## src/rtl/spi_pkg.sv

```systemverilog
// Shared widths, FSM state type and default fill byte for the SPI peripheral transmit path.
package spi_pkg;

    localparam int unsigned BYTE_W = 8;
    localparam int unsigned CNT_W  = 3;

    localparam logic [BYTE_W-1:0] FILL_DEFAULT = 8'h00;

    typedef enum logic {
        StIdle,
        StActive
    } spi_state_e;

endpackage

```

## src/rtl/spi_sync_edge.sv

```systemverilog
// Multi-stage synchronizer for an asynchronous pin, followed by a registered copy for edge detection.
module spi_sync_edge #(
    parameter int unsigned SYNC_STAGES = 2,
    parameter logic        RESET_VAL   = 1'b0
) (
    input  logic clk,
    input  logic rst_n,
    input  logic d_i,
    output logic rise_o,
    output logic fall_o
);

    logic [SYNC_STAGES-1:0] sync_q;
    logic                   sync_s;
    logic                   prev_q;

    always_ff @(posedge clk or negedge rst_n) begin
        if (!rst_n) begin
            sync_q <= {SYNC_STAGES{RESET_VAL}};
            prev_q <= RESET_VAL;
        end else begin
            sync_q <= {sync_q[SYNC_STAGES-2:0], d_i};
            prev_q <= sync_q[SYNC_STAGES-1];
        end
    end

    assign sync_s = sync_q[SYNC_STAGES-1];
    assign rise_o = sync_s & ~prev_q;
    assign fall_o = ~sync_s & prev_q;

endmodule

```

## src/rtl/spi_tx.sv

```systemverilog
// SPI mode-0 peripheral transmitter: oversamples sck/csn in the system clock domain and shifts
// bytes from a one-entry holding buffer onto MISO, MSB first, substituting FILL on underrun.
module spi_tx import spi_pkg::*; #(
    parameter int unsigned       SYNC_STAGES = 2,
    parameter logic [BYTE_W-1:0] FILL        = FILL_DEFAULT
) (
    input  logic              clk,
    input  logic              rst_n,
    input  logic              spi_sck_i,
    input  logic              spi_csn_i,
    output logic              spi_miso_o,
    output logic              spi_miso_oe_o,
    input  logic [BYTE_W-1:0] tx_data_i,
    input  logic              tx_valid_i,
    output logic              tx_ready_o,
    output logic              underrun_o,
    output logic              busy_o
);

    logic sck_rise, sck_fall;
    logic cs_rise, cs_fall;

    spi_sync_edge #(
        .SYNC_STAGES (SYNC_STAGES),
        .RESET_VAL   (1'b0)
    ) u_sck_sync (
        .clk    (clk),
        .rst_n  (rst_n),
        .d_i    (spi_sck_i),
        .rise_o (sck_rise),
        .fall_o (sck_fall)
    );

    spi_sync_edge #(
        .SYNC_STAGES (SYNC_STAGES),
        .RESET_VAL   (1'b1)
    ) u_csn_sync (
        .clk    (clk),
        .rst_n  (rst_n),
        .d_i    (spi_csn_i),
        .rise_o (cs_rise),
        .fall_o (cs_fall)
    );

    spi_state_e        state_q, state_d;
    logic [CNT_W-1:0]  bit_cnt_q, bit_cnt_d;
    logic [BYTE_W-1:0] shifter_q, shifter_d;
    logic [BYTE_W-1:0] buf_q, buf_d;
    logic              buf_full_q, buf_full_d;
    logic              src_buf_q, src_buf_d;
    logic              pend_q, pend_d;
    logic              miso_q, miso_d;
    logic              underrun_q, underrun_d;

    logic wr_en;
    logic commit_buf;
    logic do_peek;

    always_ff @(posedge clk or negedge rst_n) begin
        if (!rst_n) begin
            state_q    <= StIdle;
            bit_cnt_q  <= '0;
            shifter_q  <= '0;
            buf_q      <= '0;
            buf_full_q <= 1'b0;
            src_buf_q  <= 1'b0;
            pend_q     <= 1'b0;
            miso_q     <= 1'b0;
            underrun_q <= 1'b0;
        end else begin
            state_q    <= state_d;
            bit_cnt_q  <= bit_cnt_d;
            shifter_q  <= shifter_d;
            buf_q      <= buf_d;
            buf_full_q <= buf_full_d;
            src_buf_q  <= src_buf_d;
            pend_q     <= pend_d;
            miso_q     <= miso_d;
            underrun_q <= underrun_d;
        end
    end

    always_comb begin
        state_d    = state_q;
        bit_cnt_d  = bit_cnt_q;
        shifter_d  = shifter_q;
        buf_d      = buf_q;
        buf_full_d = buf_full_q;
        src_buf_d  = src_buf_q;
        pend_d     = pend_q;
        underrun_d = 1'b0;
        commit_buf = 1'b0;
        do_peek    = 1'b0;
        wr_en      = tx_valid_i & ~buf_full_q;

        if (wr_en) begin
            buf_d      = tx_data_i;
            buf_full_d = 1'b1;
        end

        case (state_q)
            StIdle: begin
                if (cs_fall) begin
                    do_peek   = 1'b1;
                    state_d   = StActive;
                    bit_cnt_d = '0;
                end
            end
            StActive: begin
                // Deselect wins over any sck edge seen in the same cycle.
                if (cs_rise) begin
                    state_d   = StIdle;
                    bit_cnt_d = '0;
                    pend_d    = 1'b0;
                end else begin
                    if (sck_rise) begin
                        bit_cnt_d = bit_cnt_q + 1'b1;
                        if (pend_q) begin
                            pend_d = 1'b0;
                            if (src_buf_q) begin
                                commit_buf = 1'b1;
                            end else begin
                                underrun_d = 1'b1;
                            end
                        end
                    end
                    if (sck_fall) begin
                        if (bit_cnt_q == '0) begin
                            do_peek = 1'b1;
                        end else begin
                            shifter_d = {shifter_q[BYTE_W-2:0], 1'b0};
                        end
                    end
                end
            end
            default: begin
                state_d = StIdle;
            end
        endcase

        if (commit_buf) begin
            buf_full_d = 1'b0;
        end

        // A peek only stages the byte; the buffer is released at the following sck rise.
        if (do_peek) begin
            shifter_d = buf_full_q ? buf_q : FILL;
            src_buf_d = buf_full_q;
            pend_d    = 1'b1;
        end

        miso_d = ((state_q == StActive) && !cs_rise) ? shifter_q[BYTE_W-1] : 1'b0;
    end

    assign spi_miso_o    = miso_q;
    assign spi_miso_oe_o = (state_q == StActive);
    assign busy_o        = (state_q == StActive);
    assign tx_ready_o    = ~buf_full_q;
    assign underrun_o    = underrun_q;

    a_no_write_on_commit: assert property (
        @(posedge clk) disable iff (!rst_n) !(wr_en && commit_buf)
    );

    a_commit_needs_full: assert property (
        @(posedge clk) disable iff (!rst_n) commit_buf |-> buf_full_q
    );

endmodule

```

## config.mk

```make
export PLATFORM = sky130hd
export DESIGN_NAME = spi_tx
export DESIGN_NICKNAME = d
export VERILOG_FILES = /design/src/rtl/spi_pkg.sv /design/src/rtl/spi_sync_edge.sv /design/src/rtl/spi_tx.sv
export SDC_FILE = /design/constraint.sdc
export NUM_CORES = 1
export LEC_CHECK = 0
export ABC_CLOCK_PERIOD_IN_PS = 2900
export BUFFER_PORTS_ARGS = -buffer_cell sky130_fd_sc_hd__buf_2
export CAP_MARGIN = 30
export CORE_ASPECT_RATIO = 0.9
export CORE_UTILIZATION = 40
export CTS_CLUSTER_SIZE = 40
export DETAILED_ROUTE_END_ITERATION = 10
export HOLD_SLACK_MARGIN = 0.1
export PLACE_DENSITY = 0.66
export SETUP_SLACK_MARGIN = 0.15
export SYNTH_ARGS = -nofsm -noshare
export SYNTH_HDL_FRONTEND = slang
export SYNTH_SLANG_ARGS = --single-unit
```

## constraint.sdc

```tcl
create_clock -name clk -period 2.9 [get_ports clk]
set_clock_uncertainty 0.1 [all_clocks]
set_input_delay 0.435 -clock clk [delete_from_list [all_inputs] [get_ports clk]]
set_output_delay 0.435 -clock clk [all_outputs]
set_load 0.05 [all_outputs]
```

==> run_results.csv <==
group,metric,value,unit
status,status,"completed",
setup_path,worstSetupPathDepth,1,
logic_synthesis,yosys.area_share.simple,14.5,%
placement,io_buffers,17,
finish,layout-drive-gt1-share,29.2,%
floorplan,fp.dieW,62.5,µm
setup_path,worstSetupPathType,"register to output pin",
logic_synthesis,ys_seq_area_share,59.1,%
clocking,clk_pin_slew,0.10,ns
global_route,groute.usage.overall,14.2,%
setup_path,cp-startpoint,"busy_o",
finish,final_common_cell,"dfrtp_1",
timing,tightestPinTransition,0.705,ns
setup_path,cp_slowest_stage_delay,0.68,ns
clocking,clock_latency,0.34,ns
logic_synthesis,yosysUniqueCellTypes,27,
floorplan,io_pins,18,
global_route,grt_max_degree,32,
drt,drtIter0Drc,33,
logic_synthesis,synth_top_cells_by_area,"dfrtp_1 53%, mux2_2 6.8%, dfstp_2 6.0%",
setup_path,crit_path_end,"spi_miso_oe_o",
timing,slew_headroom,52.9,%
power_and_ir_drop,finalPower,1.24,mW
placement,placed_area,0.00141,mm²
setup_path,reg2reg_to,"buf_q[3]",
logic_synthesis,synth-warning-count,0,
drt,drc,0,
setup_path,reg2reg_depth,2,
drt,routed_via_density,4.95,
clocking,cts-root-buf,"clkbuf_4",
setup_path,cp-start-kind,"register",
setup_path,crit_path_cell_trace,"buf_2",
global_route,overflow,0,
placement,place_congestion,0.839,
logic_synthesis,synthMuxAreaShare,6.83,%
logic_synthesis,synth_top_family_by_area,"simple AND/OR/NAND/NOR gates",
finish,antenna_cells,0,
setup_path,cp_top_family,"flip-flops",
timing,rsz0062_at_grt,"no",
clocking,clk_path_buf_depth,2,
timing,finalHoldViolations,0,
floorplan,fp.dieH,56.5,µm
timing,slew_viol_final,0,
timing,finalSetupViolCount,0,
setup_path,arrival,1.37,ns
logic_synthesis,ys_seq_elements,31,
power_and_ir_drop,ir_worst_vdd,376,µV
timing,fin_crit,1.91,ns
finish,final_cell_mix,"28 x dfrtp_1, 17 x buf_2, 11 x nand2_1, 9 x nand3_1",
flow_run,max_cap_violations,0,
logic_synthesis,synthCells,115,
logic_synthesis,yosys.area.top_type,"dfrtp_1",
finish,fin_cells,179,
floorplan,core_region_area,0.00309,mm²
logic_synthesis,synth_area_per_cell,11.5,µm²
setup_path,critPathRequiredTime,2.37,ns
logic_synthesis,synth_xor_area_share,0,%
finish,finalInstanceArea,0.00153,mm²
global_route,grt_pass1_wl,3.75,mm
placement,place_inst,168,
finish,nNetsFinal,151,
setup_path,crit_fanout,16,
drt,dr.pass1.iters,4,
setup_path,cp_slowest_cell,"dfrtp_1",
timing,timing.hold.ws,0.215,ns
clocking,cts_sinks,31,
logic_synthesis,synth_compound_area_share,12.5,%
clocking,numCtsBuffers,5,
power_and_ir_drop,power.density,813,mW/mm²
timing,fin_tns_setup,0,ns
logic_synthesis,synth_adder_area_share,1.90,%
global_route,antenna_found_initial,0,
logic_synthesis,syn-num-nets,130,
placement,dp_hpwl,1.52,mm
timing,clock.fmax,0.524,GHz
drt,routedWlPerCell,12.2,µm
floorplan,initial_utilization,42.7,%
drt,ant_nets,0,
global_route,first_global_vias,832,
clocking,htree_levels,2,
finish,syn_to_final_growth,15.8,%
setup_path,regToRegStartpoint,"buf_full_q",
setup_path,crit_path_end_kind,"output pin",
logic_synthesis,synth_top_area_share,53.1,%
power_and_ir_drop,leakagePower,0.702,nW
drt,num_vias,886,
floorplan,die_area,0.00353,mm²
logic_synthesis,syn_area,0.00132,mm²
drt,drt-total-wl,2.18,mm
setup_path,rrSetupSlack,1.15,ns
floorplan,num_rows,19,
worst_hold_path,hold_class,"input port to register",
clocking,cts_tree,"built",
setup_path,crit_buf_inv,1,
clocking,cts_setup_buffers,0,
timing,fin_crit_sh,65.8,%
[metal layers]
layer  global-route usage (%)  wire, µm
met5                        0         0
met4                     6.98        56
met3                     6.30        95
met2                     20.8       920
met1                     17.8      1110
[metrics by stage]
step | util, % | setup slack (ns)
after floorplan | - | 1.28
after global placement | 45.7 | 1.16
after detailed placement | 45.7 | 1.12
after CTS | 49.4 | 0.987
after global routing | 49.4 | 0.907
final | 49.4 | 0.993
[sequential cells by signal (all words and copies together), names as in the netlist, 2 cells and up]
register           flops
shifter_q              8
u_csn_sync.sync_q      2
u_sck_sync.sync_q      2
bit_cnt_q              3
buf_q                  8
[synth_stat cells]
library cell and number:
mux2_2 8, a31oi_1 7, dfrtp_1 28, buf_4 2, a31oi_2 1, o22a_1 1
nor2b_1 2, ha_1 2, nand4_1 1, and3_1 1, buf_6 2, nor2_1 8
a21oi_1 4, and4bb_1 1, a211oi_1 3, a31o_2 1, clkbuf_1 2, a21boi_0 1
a41o_2 1, dfstp_2 3, nand2b_1 3, nand3_1 9, o21ai_0 5, inv_1 6
o21ai_1 1, nor3b_4 1, nand2_1 11
[worst register-to-register path, delay by kind of cell, from the launching register on]
kind	cells	cell delay, ns
AND/OR/NAND/NOR	1	0.61
flip-flops	1	0.52
multiplexers	1	0.41
[report_power, final]
group	switching, mW	internal [mW]	total [mW]
sequential	0.0811	0.563	0.644
clock	0.148	0.204	0.352
combinational	0.128	0.119	0.247
total	0.357	0.885	1.24
[worst min path at each step]
stage,start,cells past startpoint,end
after floorplan,rst_n,0,bit_cnt_q[0]
after global placement,u_sck_sync.sync_q[0],0,u_sck_sync.sync_q[1]
after detailed placement,u_csn_sync.sync_q[0],0,u_csn_sync.sync_q[1]
after CTS,tx_data_i[7],2,buf_q[7]
after global routing,tx_data_i[7],2,buf_q[7]
final,tx_data_i[7],2,buf_q[7]
[cells by family after synthesis]
| logic type | after synthesis |
|---|---|
| fa+ha+maj | 2 |
| compound gates | 25 |
| flops | 31 |
| mux | 8 |
| buf+inv | 12 |
| simple gates | 37 |
[what timing repair did]
| action | in CTS | in global routing |
|---|---|---|
| hold buffers | 3 | 0 |
| resized for setup | 0 | 0 |
| endpoints found under the hold margin | 30 | 0 |
[final cells by class]
type	count	area [µm²]
fill	300	1560
sequential	31	779
multi-input combinational	72	472
timing repair buffer	20	115
tap	42	52.6
clock buffer	6	51.3
clock inverter	2	35.0
inverter	6	22.5
Power figures use the tool's default switching activity.
